File: src/rtl/fetch_unit_pkg.sv
// rtl/fetch_unit_pkg.sv - shared riscv_core constants and PC classification types
package fetch_unit_pkg;

    localparam logic [31:0] RV_RESET_PC = 32'h4000_0000;
    localparam logic [3:0]  RV_BIOS_NIB = 4'h4;
    localparam logic [3:0]  RV_IMEM_NIB = 4'h1;
    localparam logic [31:0] RV_NOP_INST = 32'h0000_0013;

    typedef struct packed {
        logic is_bios;
        logic is_imem;
        logic misaligned;
    } pc_class_t;

    function automatic logic pc_is_bad(input pc_class_t cls);
        return cls.misaligned | ~(cls.is_bios | cls.is_imem);
    endfunction

endpackage

File: src/rtl/fetch_addr_decode.sv
// rtl/fetch_addr_decode.sv - classifies a PC as BIOS, IMEM and/or misaligned
module fetch_addr_decode
    import fetch_unit_pkg::*;
#(
    parameter logic [3:0] BIOS_NIB = RV_BIOS_NIB,
    parameter logic [3:0] IMEM_NIB = RV_IMEM_NIB
) (
    input  logic [3:0] pc_nib_i,
    input  logic [1:0] pc_lo_i,
    output pc_class_t  cls_o
);

    always_comb begin
        cls_o.is_bios    = (pc_nib_i == BIOS_NIB);
        cls_o.is_imem    = (pc_nib_i == IMEM_NIB);
        cls_o.misaligned = |pc_lo_i;
    end

endmodule

File: src/rtl/fetch_unit.sv
// rtl/fetch_unit.sv - PC sequencing, redirect flush and instruction steering for riscv_core
module fetch_unit
    import fetch_unit_pkg::*;
#(
    parameter logic [31:0] RESET_PC     = RV_RESET_PC,
    parameter int          BIOS_AW      = 12,
    parameter int          IMEM_AW      = 14,
    parameter logic [3:0]  BIOS_NIB     = RV_BIOS_NIB,
    parameter logic [3:0]  IMEM_NIB     = RV_IMEM_NIB,
    parameter logic [31:0] NOP_INST     = RV_NOP_INST,
    parameter int          FLUSH_CYCLES = 1
) (
    input  logic               clk,
    input  logic               rst,
    input  logic               redirect_valid,
    input  logic [31:0]        redirect_pc,
    input  logic               dec_ready,
    output logic [BIOS_AW-1:0] bios_addr,
    output logic [IMEM_AW-1:0] imem_addr,
    input  logic [31:0]        bios_dout,
    input  logic [31:0]        imem_dout,
    output logic [31:0]        inst,
    output logic [31:0]        inst_pc,
    output logic               inst_valid,
    output logic               fetch_fault
);

    localparam logic [1:0] FLUSH_RELOAD = 2'(FLUSH_CYCLES - 1);

    logic [31:0] pc_q, pc_d;
    logic        vld_q, vld_d;
    logic [1:0]  flush_cnt_q, flush_cnt_d;
    pc_class_t   cls;
    logic        fault;
    logic        adv;
    logic [31:0] src_word;

    fetch_addr_decode #(
        .BIOS_NIB (BIOS_NIB),
        .IMEM_NIB (IMEM_NIB)
    ) u_addr_decode (
        .pc_nib_i (pc_q[31:28]),
        .pc_lo_i  (pc_q[1:0]),
        .cls_o    (cls)
    );

    assign fault = vld_q & pc_is_bad(cls);
    assign adv   = vld_q & (flush_cnt_q == 2'd0) & ~fault & dec_ready;

    always_comb begin
        pc_d        = pc_q;
        vld_d       = 1'b1;
        flush_cnt_d = flush_cnt_q;
        if (rst) begin
            pc_d        = RESET_PC;
            vld_d       = 1'b0;
            flush_cnt_d = 2'd0;
        end else if (redirect_valid) begin
            pc_d        = redirect_pc;
            flush_cnt_d = FLUSH_RELOAD;
        end else begin
            if (flush_cnt_q != 2'd0) begin
                flush_cnt_d = flush_cnt_q - 2'd1;
            end
            if (adv) begin
                pc_d = pc_q + 32'd4;
            end
        end
    end

    always_ff @(posedge clk) begin
        if (rst) begin
            pc_q        <= RESET_PC;
            vld_q       <= 1'b0;
            flush_cnt_q <= 2'd0;
        end else begin
            pc_q        <= pc_d;
            vld_q       <= vld_d;
            flush_cnt_q <= flush_cnt_d;
        end
    end

    // Memories return data one cycle later, so they are addressed with the PC about to be loaded.
    assign bios_addr = pc_d[BIOS_AW+1:2];
    assign imem_addr = pc_d[IMEM_AW+1:2];

    // Redirect kills the current word in the same cycle so a wrong-path instruction never reaches decode.
    assign inst_valid  = vld_q & (flush_cnt_q == 2'd0) & ~fault & ~redirect_valid;
    assign src_word    = cls.is_bios ? bios_dout : imem_dout;
    assign inst        = inst_valid ? src_word : NOP_INST;
    assign inst_pc     = pc_q;
    assign fetch_fault = fault;

endmodule

File: config.mk
export PLATFORM = sky130hd
export DESIGN_NAME = fetch_unit
export DESIGN_NICKNAME = d
export VERILOG_FILES = /design/src/rtl/fetch_unit_pkg.sv /design/src/rtl/fetch_addr_decode.sv /design/src/rtl/fetch_unit.sv
export SDC_FILE = /design/constraint.sdc
export NUM_CORES = 1
export LEC_CHECK = 0
export ABC_AREA = 1
export ABC_CLOCK_PERIOD_IN_PS = 5400
export CORE_MARGIN = 8
export CORE_UTILIZATION = 40
export CTS_CLUSTER_SIZE = 16
export DETAILED_ROUTE_END_ITERATION = 10
export PLACE_DENSITY = 0.87
export SLEW_MARGIN = 40
export SYNTH_ARGS = -nofsm -noshare
export SYNTH_HDL_FRONTEND = slang
export SYNTH_SLANG_ARGS = --single-unit
File: constraint.sdc
create_clock -name clk -period 5.4 [get_ports clk]
set_clock_uncertainty 0.05 [all_clocks]
set_input_delay 1.62 -clock clk [delete_from_list [all_inputs] [get_ports clk]]
set_output_delay 1.62 -clock clk [all_outputs]
set_load 0.05 [all_outputs]
Word-level counts from Yosys, hierarchy flattened
Index checks and enable logic that the tools add are counted.
{"block": "op_classes", "n_eq_ne": 2, "n_reduce_logical": 5, "muxes": 6, "add_sub_neg": 2, "bitwise": 10}
{"op": "$mux 32", "count": 4}
{"op": "$add 32x3->32 const B", "count": 1}
{"op": "$mux 16", "count": 1}
{"op": "$and 1x1->1", "count": 5}
{"op": "$eq 4x1->1 const B", "count": 1}
{"op": "$eq 4x3->1 const B", "count": 1}
{"op": "$reduce_bool 2->1", "count": 2}
{"op": "$reduce_or 2->1", "count": 2}
{"op": "$not 1->1", "count": 3}
{"op": "$logic_not 2->1", "count": 1}
{"op": "$or 1x1->1", "count": 2}
{"op": "$sub 2x1->2 const B", "count": 1}
{"op": "$mux 1", "count": 1}
{"block": "totals", "ff_bits": 35, "in_bits": 100, "out_inout_bits": 92}

Depth between registers and ports, before layout
Gate-level depths: netlist of run 1.
{"block": "logic_depth", "depth_word": 11, "mapped_depth": 13, "mapped_depth_nobuf": 11}

Hierarchy
From an unflattened synthesis of run 1, not the netlist that was laid out.
{"block": "unflattened", "hier_cells": 575, "area_unflattened_um2": 3229.3}
{"module": "fetch_unit", "cells_per_inst": 565, "area_each_um2": 3189.3, "instances": 1}
{"module": "fetch_addr_decode", "cells_per_inst": 10, "area_each_um2": 40.0, "instances": 1}

Worst setup path after synthesis of run 1
OpenSTA, ideal clock, no wires.
{"block": "synth_path", "path_type": "input port to output port", "startpoint": "input rst", "endpoint": "output imem_addr[1]", "stages": 5, "setup_slack_ns": 0.149, "t_arrival_ns": 3.581, "required_ns": 3.730, "n_path_buf": 2, "path_cell_list": "clkbuf_1 > inv_1 > o21ai_0 > nor3_1 > buf_4"}
{"block": "synth_between", "elab_chain_cells": 1}
{"element": "from (decl)", "line": "fetch_unit.sv:14", "text": "input logic rst,"}
{"element": "$mux 16", "line": "fetch_unit.sv:54", "text": "if (rst) begin"}
{"element": "to (decl)", "line": "fetch_unit.sv:19", "text": "output logic [IMEM_AW-1:0] imem_addr,"}
No other way between the ends.

Worst setup path after layout of run 1
{"block": "layout_path", "startpoint": "input rst", "endpoint": "output bios_addr[6]"}
{"block": "layout_between", "elab_chain_cells": 1}
{"element": "$mux 16", "line": "fetch_unit.sv:54"}
{"element": "to (decl)", "line": "fetch_unit.sv:18", "text": "output logic [BIOS_AW-1:0] bios_addr,"}
No other way between the ends.

==> impl_metrics.json, run 1 <==
{
  "outcome": "completed",
  "cp.required_ns": 3.73,
  "start_util": 0.403,
  "ir_worst_vdd_v": 0.000153,
  "gp_congestion": 0.952,
  "final_nets": 816,
  "overflow": 0,
  "port_buffers": 191,
  "htreeDepth": 2,
  "switchingPower_w": 0.000409,
  "hold_path_class": "reg2reg",
  "cts_buffers": 5,
  "core_area_mm2": 0.00757,
  "routedWlPerCell_um": 16.9,
  "tightestPinTransition_ns": 0.712,
  "first_iter_violations": 348,
  "rsz0062_at_grt": "no",
  "vias": 4219,
  "dp_hpwl_um": 11400,
  "antenna_found_initial": 0,
  "ios": 192,
  "grt_first_pass_wirelength_um": 21100,
  "synth_top_area_frac": 0.236,
  "multi_input_area_mm2": 0.00195,
  "comb_power_share": 0.499,
  "synth-simple-area-share": 0.440,
  "yosys-top-cells-area": "nand2_1 (24%), dfxtp_1 (23%), a21oi_1 (11%), nand3_1 (6.2%), nor2_1 (5.9%)",
  "setup_viol": 0,
  "ctsResizeCount": 0,
  "drt-vias-per-instance": 5.16,
  "holdPathEnd": "flush_cnt_q[0]",
  "syn_area_mm2": 0.00305,
  "layout_commonest_cell": "nand2_1",
  "preCtsSetupSlack_ns": 0.360,
  "criticalPathCategory": "in2out",
  "root_buffer": "clkbuf_8",
  "ys_seq_area_frac": 0.230,
  "drive_gt1_frac": 0.141,
  "fill_cells": 578,
  "final_cell_mix": "nand2_1 (192), clkdlybuf4s50_1 (132), a21oi_1 (68)",
  "synth-edff-count": 0,
  "synth_compound_area_frac": 0.170,
  "grt_max_degree": 33,
  "synth_top_family_by_area": "simple AND/OR/NAND/NOR gates",
  "ys_types": 33,
  "fin_crit_sh": 0.935,
  "cts_buffer_depth": 2,
  "synth_adder_area_share": 0.00821,
  "cp_max_fo": 18,
  "finalWorstSetupSlack_ns": 0.349,
  "syn_nets": 644,
  "fmax_mhz": 198,
  "min_from": "flush_cnt_q[0]",
  "rrSetupSlack_ns": 3.44,
  "regArea_um2": 701,
  "die_w_um": 103,
  "p_leak_nw": 2.25,
  "clock_latency_ns": 0.29,
  "post-synth-top-area-cell": "nand2_1",
  "drv_cap": 0,
  "hold_viol": 0,
  "hold_buffers": 0,
  "rr_startpoint": "inst_pc[2]",
  "p_clk_frac": 0.200,
  "internal_power_w": 0.000588,
  "cts_tree": "yes",
  "clk_pin_slew_ns": 0.07,
  "drc": 0,
  "dr.pass1.iters": 5,
  "die_area_mm2": 0.0107,
  "die_h_um": 103,
  "postSynthCellCount": 542,
  "post_cts_buffers": 0,
  "cts_sinks": 35,
  "synthMuxAreaShare": 0,
  "p_sw_frac": 0.411,
  "area_delta_synth_final_pct": 82.8,
  "ys.warnings.count": 0,
  "worst_r2r_path_depth": 9,
  "synthArstFlopShare": 0,
  "total_power_w": 0.000997,
  "tns_ns": 0,
  "post-route-min-period_ns": 5.05,
  "wl_um": 13800,
  "power.sequential.fraction": 0.301,
  "grt_usage": 0.248,
  "ys_ff_latch": 35,
  "rows": 32,
  "first_global_vias": 4290,
  "holdPathStages": 2,
  "slew_headroom": 0.524,
  "power_density_mw_per_mm2": 179,
  "synth_ff_type": "dfxtp_1",
  "start_kind": "input pin",
  "cp.arrival_ns": 3.38,
  "syn_avg_cell_area_um2": 5.62,
  "rr_endpoint": "inst_pc[22]",
  "maxSlewViolCount": 0,
  "synthXorXnorAreaFrac": 0.0172,
  "crit_path_end_kind": "output port",
  "antenna_left": 0
}
[power groups by stage]
stage	clock, W	combinational [W]	sequential [W]
3_3_place_gp	0	0.000486	0.000304
6_report	0.000199	0.000497	0.000300
3_5_place_dp	0	0.000497	0.000305
4_1_cts	0.000201	0.000499	0.000299
5_1_grt	0.000210	0.000526	0.000303
2_1_floorplan	0	0.000216	0.000354
[final cells by class]
cell class                 instances  share of cell area
sequential                        35               0.126
clock buffer                       6              0.0148
antenna                            1            0.000449
timing repair buffer             200               0.450
inverter                          53              0.0357
multi-input combinational        419               0.349
tap                              102              0.0229
clock inverter                     1            0.000898
[cells in the mapped netlist, types with 2 or more instances]
library cell  number
nand2_1          192
a21oi_1           68
nor2_1            48
inv_1             46
nand3_1           38
dfxtp_1           35
o21ai_0           18
buf_4             12
clkbuf_1          11
o21ai_1            9
buf_2              8
inv_2              7
nand4_1            7
nor3_1             6
nor2_4             5
xor2_1             5
nand2_2            4
buf_6              3
ha_1               2
nand3_2            2
nor2_2             2
o21a_1             2
or2_2              2
[how the worst max path moves through the flow]
stage	startpoint	to	depth (start not counted)
6_report	rst	bios_addr[6]	5
2_1_floorplan	rst	imem_addr[1]	5
3_3_place_gp	dec_ready	bios_addr[9]	7
3_5_place_dp	dec_ready	imem_addr[9]	7
4_1_cts	rst	imem_addr[6]	5
5_1_grt	rst	imem_addr[4]	5
[per-layer routing]
metal / GRT usage / part of all wire / up-vias
met5: 0 / 0 / -
met4: 0.0712 / 0.020 / 0
met3: 0.0750 / 0.097 / 27
met2: 0.445 / 0.50 / 179
met1: 0.276 / 0.38 / 1944
li1: - / - / 2069
[logic make-up (layout without fill, tap and decap cells)]
kind of cell	after synthesis	in the layout
AO/OA/AOI/OAI	101	101
XOR/XNOR	6	6
AND/OR/NAND/NOR	310	310
flip-flops	35	35
other	0	1
buffers and inverters	88	260
adder cells (fa/ha/maj)	2	2
[through the flow]
step	instance area [um^2]	hold slack (ns)	utilization	cells
finish	5570	0.409	0.736	817
global route	5570	0.431	0.736	816
CTS	5570	0.415	0.736	816
detailed placement	5480	0.405	0.724	809
global placement	5480	0.394	0.724	809
floorplan	3050	0.386	-	542
[registers in the layout (all words and copies together) (netlist names)]
signal,flops
vld_q,1
inst_pc,32
flush_cnt_q,2
[worst max-delay path, cell delays in order]
cell and delay [ns]:
clkdlybuf4s50_1 0.45, inv_1 0.43, o21ai_0 0.25, a21oi_1 0.42, buf_12 0.20
Note: power is estimated with default switching activity, not from simulation.
==> inputs of run 2 (changes only) <==
--- a/config.mk
+++ b/config.mk
@@ -7,11 +7,12 @@
 export LEC_CHECK = 0
 export ABC_AREA = 1
 export ABC_CLOCK_PERIOD_IN_PS = 5400
-export CORE_MARGIN = 8
+export CORE_MARGIN = 5
 export CORE_UTILIZATION = 40
 export CTS_CLUSTER_SIZE = 16
 export DETAILED_ROUTE_END_ITERATION = 10
 export PLACE_DENSITY = 0.87
+export SKIP_LAST_GASP = 1
 export SLEW_MARGIN = 40
 export SYNTH_ARGS = -nofsm -noshare
 export SYNTH_HDL_FRONTEND = slang
==> run 2 against run 1 <==
Non-clock buffer count fell by 1. Global-route usage rose by 2.5 points. Register-to-register slack gained 0.02 ns. Wire length down 4.4%. Core utilization rose by 2.0 points. Clock-buffer cell count down 1. Setup slack improved by 0.0050 ns. Final cell count is 0.73% lower. Total power down 1.5%. Final area fell by 0.45%. Sequential share of layout area grew 0.057 points. Critical endpoint is now bios_addr[11]. Highest routed layer unchanged.
==> impl_metrics.json, run 2 (synthesized netlist as in run 1, its figures left out) <==
{
  "largest_reg_flops": 32,
  "final_nets": 815,
  "gp_congestion": 0.982,
  "final_cell_area_mm2": 0.00555,
  "multi_input_area_mm2": 0.00195,
  "overflow": 0,
  "fill_cells": 532,
  "internal_power_w": 0.000573,
  "finalWorstSetupSlack_ns": 0.354,
  "power_density_mw_per_mm2": 177,
  "grt_max_degree": 33,
  "power.sequential.fraction": 0.306,
  "antenna_left": 0,
  "antenna_found_initial": 0,
  "comb_power_share": 0.506,
  "start_kind": "input pin",
  "first_global_vias": 4204,
  "port_buffers": 191,
  "layout_commonest_cell": "nand2_1",
  "start_util": 0.416,
  "p_leak_nw": 2.24,
  "p_sw_frac": 0.417,
  "hold_buffers": 0,
  "die_area_mm2": 0.00947,
  "preCtsSetupSlack_ns": 0.379,
  "regArea_um2": 701,
  "clock_latency_ns": 0.29,
  "hold_viol": 0,
  "ios": 192,
  "grt_usage": 0.273,
  "area_delta_synth_final_pct": 82.0,
  "rrSetupSlack_ns": 3.46,
  "switchingPower_w": 0.000409,
  "fin_crit_sh": 0.934,
  "root_buffer": "clkbuf_8",
  "dr.pass1.iters": 5,
  "cts_tree": "yes",
  "dp_hpwl_um": 10600,
  "ctsResizeCount": 0,
  "setup_viol": 0,
  "outcome": "completed",
  "cp.arrival_ns": 3.38,
  "tns_ns": 0,
  "rsz0062_at_grt": "no",
  "rows": 31,
  "first_iter_violations": 338,
  "post_cts_buffers": 0,
  "cts_buffer_depth": 2,
  "wl_um": 13200,
  "drive_gt1_frac": 0.139,
  "holdPathStages": 2,
  "drt-vias-per-instance": 5.18,
  "worst_r2r_path_depth": 8,
  "die_w_um": 97.3,
  "core_area_mm2": 0.00733,
  "criticalPathCategory": "in2out",
  "tightestPinTransition_ns": 0.702,
  "maxSlewViolCount": 0,
  "drv_cap": 0,
  "die_h_um": 97.3,
  "cts_sinks": 35,
  "ir_worst_vdd_v": 0.000152,
  "vias": 4203,
  "hold_path_class": "reg2reg",
  "slew_headroom": 0.531,
  "crit_path_end_kind": "output port",
  "dpl_cell_area_mm2": 0.00547,
  "post-route-util": 0.757,
  "htreeDepth": 2,
  "drc": 0,
  "routedWlPerCell_um": 16.3,
  "hold_slack_ns": 0.417,
  "diodes": 0,
  "fmax_mhz": 198,
  "cp.required_ns": 3.73,
  "p_clk_frac": 0.189,
  "clk_pin_slew_ns": 0.08,
  "final_cell_mix": "nand2_1 (192), clkdlybuf4s50_1 (132), a21oi_1 (68)",
  "cp_max_fo": 18,
  "cts_buffers": 5,
  "post-route-min-period_ns": 5.05,
  "grt_first_pass_wirelength_um": 21300
}
-- run 2: final timing paths --
| kind | endpoint | start |
|---|---|---|
| setup / recovery | bios_addr[11] | rst |
| hold reg to reg | flush_cnt_q[0] | flush_cnt_q[0] |
| hold / removal | flush_cnt_q[0] | flush_cnt_q[0] |
| setup reg to reg | inst_pc[12] | inst_pc[2] |
-- run 2: critical path: stages --
cell	delay (ns)
clkdlybuf4s50_1	0.42
inv_1	0.43
o21ai_0	0.25
a21oi_1	0.45
buf_12	0.20
-- run 2: area by class of cell --
cell class	instances	share of cell area
Sequential cell	35	0.126
Tap cell	99	0.0223
Multi-Input combinational cell	419	0.351
Clock inverter	1	0.00135
Inverter	53	0.0359
Timing Repair Buffer	199	0.451
Clock buffer	5	0.0124
-- run 2: metal layers --
| metal | up-vias | share of wire | track usage | wire [um] |
|---|---|---|---|---|
| li1 | 2064 | - | - | - |
| met1 | 1913 | 0.40 | 0.319 | 5290 |
| met2 | 195 | 0.49 | 0.480 | 6520 |
| met3 | 31 | 0.074 | 0.0739 | 978 |
| met4 | 0 | 0.032 | 0.0937 | 426 |
| met5 | - | 0 | 0 | 0 |
-- run 2: power by group through the flow --
stage / sequential (W) / combinational (W) / clock, W
after floorplan: 0.000354 / 0.000216 / 0
after global placement: 0.000304 / 0.000483 / 0
after detailed placement: 0.000305 / 0.000494 / 0
after CTS: 0.000299 / 0.000497 / 0.000186
after global routing: 0.000303 / 0.000525 / 0.000197
final: 0.000300 / 0.000496 / 0.000185
-- run 2: stage by stage --
step | power (W) | std cells
2_1_floorplan | 0.000570 | 542
3_3_place_gp | 0.000787 | 805
3_5_place_dp | 0.000799 | 805
4_1_cts | 0.000983 | 811
5_1_grt | 0.00103 | 811
6_report | 0.000982 | 811
